[src/rtl/fp_alu_seq.sv]
// Multi-cycle IEEE-754-style floating-point add/sub/mul/div on one shared datapath sequenced by an FSM.
// Results truncate toward zero. Denormals are flushed to zero on the way in and on the way out.
module fp_alu_seq #(
   parameter int EXP_W = 8,
   parameter int MAN_W = 23
) (
   input  logic                 clk,
   input  logic                 rst_n,
   input  logic                 in_valid,
   output logic                 in_ready,
   input  logic [1:0]           op,
   input  logic [EXP_W+MAN_W:0] in_a,
   input  logic [EXP_W+MAN_W:0] in_b,
   output logic                 out_valid,
   input  logic                 out_ready,
   output logic [EXP_W+MAN_W:0] out,
   output logic [3:0]           flags
);
   localparam int W    = 1 + EXP_W + MAN_W;
   localparam int SW   = MAN_W + 1;
   localparam int AW   = 2 * SW;
   localparam int G    = 2;
   localparam int XW   = EXP_W + $clog2(AW) + 3;
   localparam int CW   = $clog2(MAN_W + 2) + 1;
   localparam int BIAS = (1 << (EXP_W - 1)) - 1;
   localparam logic [EXP_W-1:0]     EXP_MAX = '1;
   localparam logic signed [XW-1:0] BIAS_X  = XW'(BIAS);
   localparam logic [1:0] OP_ADD = 2'b00, OP_SUB = 2'b01, OP_MUL = 2'b10, OP_DIV = 2'b11;

   typedef enum logic [2:0] {IDLE, UNPACK, EXEC, NORM, DONE} state_t;

   function automatic logic [W-1:0] inf_word(input logic s);
      return {s, EXP_MAX, {MAN_W{1'b0}}};
   endfunction

   function automatic logic [W-1:0] nan_word();
      return {1'b0, EXP_MAX, 1'b1, {(MAN_W-1){1'b0}}};
   endfunction

   // m carries weight 1 at bit AW-2; returns {word, flags} after normalise, truncate, range checks.
   function automatic logic [W+3:0] norm_pack(input logic [AW-1:0] m, input logic signed [XW-1:0] e,
                                               input logic s, input logic zero_pos);
      int p;
      int ne;
      logic [MAN_W-1:0] frac;
      p = 0;
      for (int i = 0; i < AW; i++)
         if (m[i]) p = i;
      frac = MAN_W'((m << (AW - 1 - p)) >> (AW - 1 - MAN_W));
      ne   = int'(e) + p - (AW - 2);
      if (m == '0)
         return {s & ~zero_pos, {(W-1){1'b0}}, 4'b0000};
      else if (ne >= (1 << EXP_W) - 1)
         return {inf_word(s), 4'b0010};
      else if (ne <= 0)
         return {s, {(W-1){1'b0}}, 4'b0001};
      else
         return {s, EXP_W'(ne), frac, 4'b0000};
   endfunction

   state_t                 state;
   logic [CW-1:0]          cnt;
   logic [1:0]             op_q;
   logic [W-1:0]           a_q, b_q;
   logic                   sa_q, sb_q, sx_q, spc_q;
   logic [EXP_W-1:0]       ea_q, eb_q;
   logic [SW-1:0]          ma_q, mb_q, mplier_q;
   logic [W+3:0]           spc_res_q;
   logic signed [XW-1:0]   e_q;
   logic [AW-1:0]          acc_q, mcand_q;
   logic [SW:0]            rem_q, quo_q;

   logic [EXP_W-1:0]       ea, eb;
   logic                   a_zero, b_zero, a_inf, b_inf, a_nan, b_nan, sa, sb, sx, spc;
   logic [SW-1:0]          ma, mb;
   logic [W+3:0]           spc_res;
   logic signed [XW-1:0]   ea_x, eb_x, e_md;

   logic                   a_ge, sl;
   logic [EXP_W-1:0]       el, es;
   logic [SW-1:0]          ml, ms;
   logic [SW+G:0]          sum;
   logic [AW-1:0]          norm_in;
   logic [W+3:0]           norm_res;

   // Operand classification and special-result selection, evaluated during UNPACK
   always_comb begin
      ea      = a_q[W-2 -: EXP_W];
      eb      = b_q[W-2 -: EXP_W];
      a_zero  = (ea == '0);
      b_zero  = (eb == '0);
      a_inf   = (ea == EXP_MAX) && (a_q[MAN_W-1:0] == '0);
      b_inf   = (eb == EXP_MAX) && (b_q[MAN_W-1:0] == '0);
      a_nan   = (ea == EXP_MAX) && !a_inf;
      b_nan   = (eb == EXP_MAX) && !b_inf;
      sa      = a_q[W-1];
      sb      = b_q[W-1] ^ (op_q == OP_SUB);
      sx      = sa ^ sb;
      ma      = a_zero ? '0 : {1'b1, a_q[MAN_W-1:0]};
      mb      = b_zero ? '0 : {1'b1, b_q[MAN_W-1:0]};
      ea_x    = XW'(ea);
      eb_x    = XW'(eb);
      e_md    = (op_q == OP_DIV) ? (ea_x - eb_x + BIAS_X) : (ea_x + eb_x - BIAS_X);
      spc     = 1'b0;
      spc_res = '0;
      if (a_nan || b_nan) begin
         spc     = 1'b1;
         spc_res = {nan_word(), 4'b1000};
      end else begin
         case (op_q)
            OP_ADD, OP_SUB: begin
               if (a_inf && b_inf && (sa != sb)) begin
                  spc = 1'b1; spc_res = {nan_word(), 4'b1000};
               end else if (a_inf) begin
                  spc = 1'b1; spc_res = {inf_word(sa), 4'b0000};
               end else if (b_inf) begin
                  spc = 1'b1; spc_res = {inf_word(sb), 4'b0000};
               end
            end
            OP_MUL: begin
               if ((a_inf && b_zero) || (a_zero && b_inf)) begin
                  spc = 1'b1; spc_res = {nan_word(), 4'b1000};
               end else if (a_inf || b_inf) begin
                  spc = 1'b1; spc_res = {inf_word(sx), 4'b0000};
               end
            end
            default: begin
               if ((a_zero && b_zero) || (a_inf && b_inf)) begin
                  spc = 1'b1; spc_res = {nan_word(), 4'b1000};
               end else if (a_inf) begin
                  spc = 1'b1; spc_res = {inf_word(sx), 4'b0000};
               end else if (b_zero) begin
                  spc = 1'b1; spc_res = {inf_word(sx), 4'b0100};
               end else if (b_inf) begin
                  spc = 1'b1; spc_res = {sx, {(W-1){1'b0}}, 4'b0000};
               end
            end
         endcase
      end
   end

   // Add/sub alignment: the smaller magnitude is shifted right, bits below the guard bits are lost
   always_comb begin
      a_ge = {ea_q, ma_q} >= {eb_q, mb_q};
      el   = a_ge ? ea_q : eb_q;
      es   = a_ge ? eb_q : ea_q;
      ml   = a_ge ? ma_q : mb_q;
      ms   = a_ge ? mb_q : ma_q;
      sl   = a_ge ? sa_q : sb_q;
      if (sa_q != sb_q)
         sum = {1'b0, ml, {G{1'b0}}} - ({1'b0, ms, {G{1'b0}}} >> (el - es));
      else
         sum = {1'b0, ml, {G{1'b0}}} + ({1'b0, ms, {G{1'b0}}} >> (el - es));
      norm_in  = (op_q == OP_DIV) ? (AW'(quo_q) << (MAN_W - 1)) : acc_q;
      norm_res = spc_q ? spc_res_q : norm_pack(norm_in, e_q, sx_q, !op_q[1]);
   end

   always_ff @(posedge clk) begin
      case (state)
         IDLE: begin
            if (in_valid && in_ready) begin
               op_q <= op;
               a_q  <= in_a;
               b_q  <= in_b;
            end
         end
         UNPACK: begin
            sa_q      <= sa;
            sb_q      <= sb;
            sx_q      <= sx;
            ea_q      <= ea;
            eb_q      <= eb;
            ma_q      <= ma;
            mb_q      <= mb;
            spc_q     <= spc;
            spc_res_q <= spc_res;
            e_q       <= e_md;
            acc_q     <= '0;
            mcand_q   <= AW'(mb);
            mplier_q  <= ma;
            rem_q     <= {1'b0, ma};
            quo_q     <= '0;
         end
         EXEC: begin
            case (op_q)
               OP_MUL: begin
                  if (mplier_q[0]) acc_q <= acc_q + mcand_q;
                  mcand_q  <= mcand_q << 1;
                  mplier_q <= mplier_q >> 1;
               end
               OP_DIV: begin
                  if (rem_q >= {1'b0, mb_q}) begin
                     rem_q <= (rem_q - {1'b0, mb_q}) << 1;
                     quo_q <= {quo_q[SW-1:0], 1'b1};
                  end else begin
                     rem_q <= rem_q << 1;
                     quo_q <= {quo_q[SW-1:0], 1'b0};
                  end
               end
               default: begin
                  acc_q <= AW'(sum) << (MAN_W - G);
                  e_q   <= XW'(el);
                  sx_q  <= sl;
               end
            endcase
         end
         default: ;
      endcase
   end

   // Sequencer: one operation in flight, result held in DONE until out_ready
   always_ff @(posedge clk or negedge rst_n) begin
      if (!rst_n) begin
         state     <= IDLE;
         cnt       <= '0;
         in_ready  <= 1'b0;
         out_valid <= 1'b0;
         out       <= '0;
         flags     <= '0;
      end else begin
         case (state)
            IDLE: begin
               if (in_valid && in_ready) begin
                  state    <= UNPACK;
                  in_ready <= 1'b0;
               end else begin
                  in_ready <= 1'b1;
               end
            end
            UNPACK: begin
               state <= EXEC;
               if (op_q == OP_MUL)      cnt <= CW'(MAN_W);
               else if (op_q == OP_DIV) cnt <= CW'(MAN_W + 1);
               else                     cnt <= '0;
            end
            EXEC: begin
               if (cnt == '0) state <= NORM;
               else           cnt   <= cnt - CW'(1);
            end
            NORM: begin
               {out, flags} <= norm_res;
               out_valid    <= 1'b1;
               state        <= DONE;
            end
            DONE: begin
               if (out_ready) begin
                  out_valid <= 1'b0;
                  in_ready  <= 1'b1;
                  state     <= IDLE;
               end
            end
            default: state <= IDLE;
         endcase
      end
   end
endmodule

[config.mk]
export PLATFORM = sky130hd
export DESIGN_NAME = fp_alu_seq
export DESIGN_NICKNAME = d
export VERILOG_FILES = /design/src/rtl/fp_alu_seq.sv
export SDC_FILE = /design/constraint.sdc
export NUM_CORES = 1
export LEC_CHECK = 0
export ABC_CLOCK_PERIOD_IN_PS = 20800
export BUFFER_PORTS_ARGS = -buffer_cell sky130_fd_sc_hd__buf_2
export CAP_MARGIN = 5
export CORE_UTILIZATION = 55
export CTS_CLUSTER_SIZE = 8
export DETAILED_ROUTE_END_ITERATION = 10
export GPL_ROUTABILITY_DRIVEN = 0
export GPL_TIMING_DRIVEN = 0
export PLACE_DENSITY = 0.72
export SETUP_SLACK_MARGIN = 0.05
export SYNTH_ARGS = -nofsm -noshare
export SYNTH_HDL_FRONTEND = slang
export SYNTH_SLANG_ARGS = --single-unit
[constraint.sdc]
create_clock -name clk -period 20.8 [get_ports clk]
set_input_delay 1.04 -clock clk [delete_from_list [all_inputs] [get_ports clk]]
set_output_delay 1.04 -clock clk [all_outputs]
set_load 0.01 [all_outputs]
# == Word level (Yosys, flattened, before mapping) ==
# Index checks and enable logic that the tools add are counted.
# totals
regBits,404
latchBits,0
ram_bits,0
rom_bits,0
in_bits,70
output_inout_bits,38
word_cells,214
n_memories,0
# op_classes
add_sub_neg,13
multipliers,0
div_mod_pow,0
n_lt_le_gt_ge,4
n_eq_ne,20
shift,2
muxes,110
bitwise,3
reduce_logical,38
# op_table
cell,n
32-bit two-way mux,46
36-bit two-way mux,11
48-bit case mux with 2 select lines,3
48-bit two-way mux,3
24-bit two-way mux,5
25-bit case mux with 2 select lines,2
25-bit two-way mux,3
36-bit case mux with 2 select lines,1
35-bit two-way mux,2
48-bit adder,1
48-bit zero test,1
24-bit case mux with 2 select lines,1
48-bit by 32-bit left shift with 47-bit output,1
23-bit zero test,2
17-bit two-way mux,2
17-bit case mux with 2 select lines,1
17-bit by 32-bit adder with 32-bit output,1
32-bit >= comparator,1
32-bit by 9-bit >= comparator with 1-bit output (second input constant),1
32-bit by 1-bit <= comparator with 1-bit output (second input constant),1
32-bit by 7-bit subtractor with 32-bit output (second input constant),1
7-bit by 32-bit subtractor with 32-bit output (first input constant),1
26-bit by 27-bit adder with 27-bit output,1
27-bit two-way mux,1
40 further kinds,97

# == Logic depth before layout (Yosys ltp) ==
# depth
depth_word,56
mapped_depth,47
mapped_depth_nobuf,40

# == Least setup slack after synthesis ==
# OpenSTA, ideal clock, no wires.
# synth_path
path_kind,flip-flop to flip-flop
from,register ea_q[4]
to,"register acc_q[45], data pin"
setup_ns,0.272
arrival_ns,8.195
required_time_ns,20.528
setup_slack_ns,12.333
path_stages_with_launch,41
path_buffers,7
synth_period_minus_slack_ns,8.467
path_cell_list,edfxtp_1 -> ha_1 -> buf_2 -> nand4_1 -> nor2_1 -> nand2_1 -> nor4_2 -> a211o_1 -> buf_6 -> buf_6 -> buf_6 -> buf_2 -> buf_1 -> mux2_2 -> ha_1 -> o21ba_2 -> a211oi_1 -> or3_1 -> [... 5 more ...] -> or2_2 -> ha_1 -> a21o_1 -> a21o_1 -> a21o_1 -> a21oi_1 -> o21ai_0 -> a21oi_1 -> o21bai_1 -> a2111oi_0 -> o31ai_1 -> a211oi_1 -> o41ai_1 -> o41ai_1 -> nor2_1 -> a21oi_1 -> xor2_1 -> o22ai_1
# synth_between
elab_chain_cells,8
elab_cells_between_ends,12
cone_classes,3 x add/sub; 1 x order compare; 1 x shift; 7 x mux
# synth_rtl
item,line,rtl
start: declaration,66,"logic [EXP_W-1:0] ea_q, eb_q;"
start signal: assignment,171,ea_q <= ea;
32-bit >= comparator,144,"a_ge = {ea_q, ma_q} >= {eb_q, mb_q};"
"8-bit two-way mux, on equally long branches","145, 146",
8-bit subtractor,"151, 153",
26-bit by 8-bit >> shifter with 27-bit output,"151, 153",
26-bit by 27-bit adder with 27-bit output / 26-bit by 27-bit subtractor with 27-bit output (equally long branches),"153, 151",
27-bit two-way mux (*),150,if (sa_q != sb_q)
48-bit case mux with 2 select lines (*),185,case (op_q)
48-bit case mux with 2 select lines (*),159,case (state)
end signal: assignment,187,if (mplier_q[0]) acc_q <= acc_q + mcand_q;
end signal: assignment,201,acc_q <= AW'(sum) << (MAN_W - G);
end: declaration,70,"logic [AW-1:0] acc_q, mcand_q;"
# Every way passes the cells marked *; elsewhere a longest branch is shown, timed or not.
# A chain may end at the register's enable or synchronous reset.

# == Worst setup path after layout ==
# Ends and elaborated chain as after synthesis.

==> parameters.txt <==
Parameter                              Value

Final layout
  Fin nets    between 3k and 4k
  Fraction of final layout cells with drive strength greater than 1    8.51%
  Synth-to-Final Area Change    10.7%

Drt
  Via count    roughly 25k
  Residual antenna-violating net count after detailed routing    0
  Detailed Route WL    approximately 87000 µm
  Detailed-route wire length per cell    22.2 µm
  Via density per instance    around 6.4
  Number of optimization iterations in the first detailed-route pass    7
  First DRT Iteration DRCs    slightly below 3k
  Number of DRC violations after detailed routing    0

Synth
  Leading register cell type out of synthesis    edfxtp_1
  Combined area of all synthesized cells    28100 µm²
  Most area-hungry cell type in the Yosys netlist    edfxtp_1
  Gate count after technology mapping    3052
  Area fraction in and, or, nand and nor cells after synthesis    16.6%
  Most common cell in the netlist    edfxtp_1
  Synth unique cells    90
  Most area-consuming cells after synthesis    edfxtp_1 34%, ha_1 8.7%, mux2i_1 6.6%, a21oi_1 4.2%, dfrtp_1 4.2%
  Number of register bits inferred by synthesis    roughly 370
  Compound-Gate Fraction of Synth Area    between 15 and 20%
  Leading post-synthesis cells by instance count    318 x edfxtp_1, 302 x nand2_1, 253 x nor2_1
  Xor and xnor area share after synthesis    under 10%
  Syn Area/Cell    9.20 µm²
  Seq/Total Area, Yosys    38.2%
  Asr flop ratio synth    between 10% and 20%
  Fraction of synthesized cell area taken by the top area cell type    around 34%
  Synth Area in Adders    under 10%
  Combinational family with the most area after synthesis    compound AO/OA/AOI/OAI gates
  Count of yosys warnings during synthesis    0
  Number of flops mapped to enable cells by yosys    about 320
  Mux share of post-synthesis cell area    under 10%
  Net count of the mapped netlist    3324

Setup path
  Crit path required time    approximately 21000 ps
  Worst endpoint data arrival time    11320 ps
  Critical path start-end classification    reg -> reg
  Capture point of the worst path    acc_q[45]
  Startpoint of the most critical setup path    ea_q[4]
  Endpoint type of the worst setup path    flop
  Slowest stage cell, crit path    a2111oi_0
  Worst setup SP type    flop
  RR Startpoint    ea_q[4]
  Depth of the worst register-to-register path    42
  Dominant cell type by count on the critical path    a21oi_1
  Setup slack of the worst register-to-register path    9820 ps
  Max Fanout on Critical Path    10
  Endpoint of the most critical register-to-register path    acc_q[45]
  Slowest cell delay on critical path    630 ps

Placement
  Port-buffer cells    between 100 and 150
  Post-detailed-placement half-perimeter wirelength    67900 µm

Timing
  Tightest hold margin    approximately 470 ps
  Worst rel slew slack    between 10% and 20%
  Slew of the pin with the lowest slew margin    between 1000 and 1500 ps
  Setup TNS Final    0 ps
  Final hold violations    0
  Number of endpoints failing setup at the final stage    0
  Minimum clock period    10980 ps
  Fmax achieved    a little over 90 MHz
  Max Transition Viols Final    0
  Setup repair after global routing missed its margin    false
  Final Cycle Share    a little over half
  Layout Skew    roughly 25 ps

Clock network
  Number of hold buffers added after CTS    0
  Setup Fix Bufs, Post-CTS    0
  Library cell used as clock root buffer    clkbuf_16
  TritonCTS clock tree    yes
  Count of H-tree levels built during CTS    2
  Number of clock sinks    between 300 and 400
  Clock transition at path regs    60 ps
  Cts bufs inserted    52
  Quantity of gates resized following cts    0
  Clock latency on the worst-skew pair    a little over 600 ps
  Number of buffers on the longest clock path    3

Floorplan
  Core Region    50300 µm²
  Row cnt    between 80 and 90
  Die X    roughly 230 µm
  Total I/O pin count    around 110
  Floorplan die height    roughly 230 µm
  Initial Util    a little under three fifths
  Die ar.    between 50000 and 60000 µm²

GRT
  Antenna violations before repair    2
  Maximum number of pins on one net before global-route repair    74
  Number of global-route vias before repair    roughly 24k
  GRT Overall Usage    32.8%
  Grt ovf    0
  Global-route wire length before repair    roughly 130000 µm

Run status
  Result of the run    completed

Run
  Number of maximum-capacitance violations    0

Min path
  Type of the worst min-delay path    reg -> reg
[worst max-delay path, delay by kind of cell (launching register included)]
family                   cells  cell delay, ps
XOR/XNOR                     1             280
multiplexers                 1             410
AO/OA/AOI/OAI               21            4680
flip-flops                   1             490
buffers and inverters        8            2350
AND/OR/NAND/NOR              8            1570
adder cells (fa/ha/maj)      3             910
[area by class of cell]
class	instances	area, µm²
clock inverter	5	76.3
inverter	188	708
fill	4192	19200
clock buffer	71	1370
multi-input combinational	2352	16100
timing repair buffer	114	668
antenna	1	2.50
sequential	365	10700
tap	672	841
buffer	147	616
[metal layers]
layer,track usage [%],wire (µm),up-vias
met4,20.4,5770,0
met5,0,0,-
met2,52.8,39300,1391
met3,5.01,7280,320
met1,41.4,34500,11900
li1,-,-,11600
[cells by family after synthesis]
| kind of cell | count (synthesis) |
|---|---|
| and+or+nand+nor | 979 |
| xor gates and xnor gates | 97 |
| adders and majority gates | 202 |
| DFF | 365 |
| AOI/OAI and AO/OA | 839 |
| muxes | 235 |
| buffers and inverters | 335 |
[worst min path at each step]
stage	start	to	slack, ps	cells after the start
detailed placement	out[12]	out[12]	460	2
CTS	out[12]	out[12]	470	2
global route	out[5]	out[5]	500	2
finish	out[12]	out[12]	470	2
floorplan	spc_res_q[2]	flags[2]	450	2
global placement	out[12]	out[12]	450	2
[sequential cells by signal (all words and copies together) (netlist names), 8 cells and up]
name and cells:
mcand_q 48, ea_q 8, a_q 32, mb_q 24, b_q 32, out 32
e_q 10, rem_q 25, eb_q 8, mplier_q 24, acc_q 48, quo_q 25
ma_q 24
[stage by stage]
step | std cells | cell area, µm² | setup WS (ps) | utilization, %
4_1_cts | 3913 | 31100 | 10210 | 61.8
6_report | 3915 | 31100 | 9820 | 61.8
5_1_grt | 3914 | 31100 | 9290 | 61.8
3_3_place_gp | 3831 | 29400 | 10420 | 58.6
2_1_floorplan | 3052 | 28100 | 12330 | -
3_5_place_dp | 3837 | 29600 | 10250 | 58.9
[cell usage in the layout, fill, tap and decap left out, drive strengths merged, types with 28 or more instances in the layout]
master / synthesis / final
nand4: 31 / 31
o211ai: 48 / 48
and3: 69 / 69
mux2i: 184 / 184
o31ai: 30 / 30
a21o: 48 / 48
o21bai: 28 / 28
nand2: 302 / 302
buf: 40 / 154
nand2b: 43 / 43
mux2: 42 / 42
and2: 57 / 57
xnor2: 59 / 59
a21oi: 239 / 239
edfxtp: 318 / 318
nor2: 253 / 253
a31oi: 31 / 31
a211oi: 47 / 47
nand3: 53 / 53
inv: 182 / 183
nor3: 77 / 77
o21ai: 196 / 196
clkbuf: 107 / 178
dfrtp: 47 / 47
ha: 195 / 195
xor2: 38 / 38
Power is not shown: default switching activity piles up to over one toggle a cycle in this logic, so the estimate is an artifact.
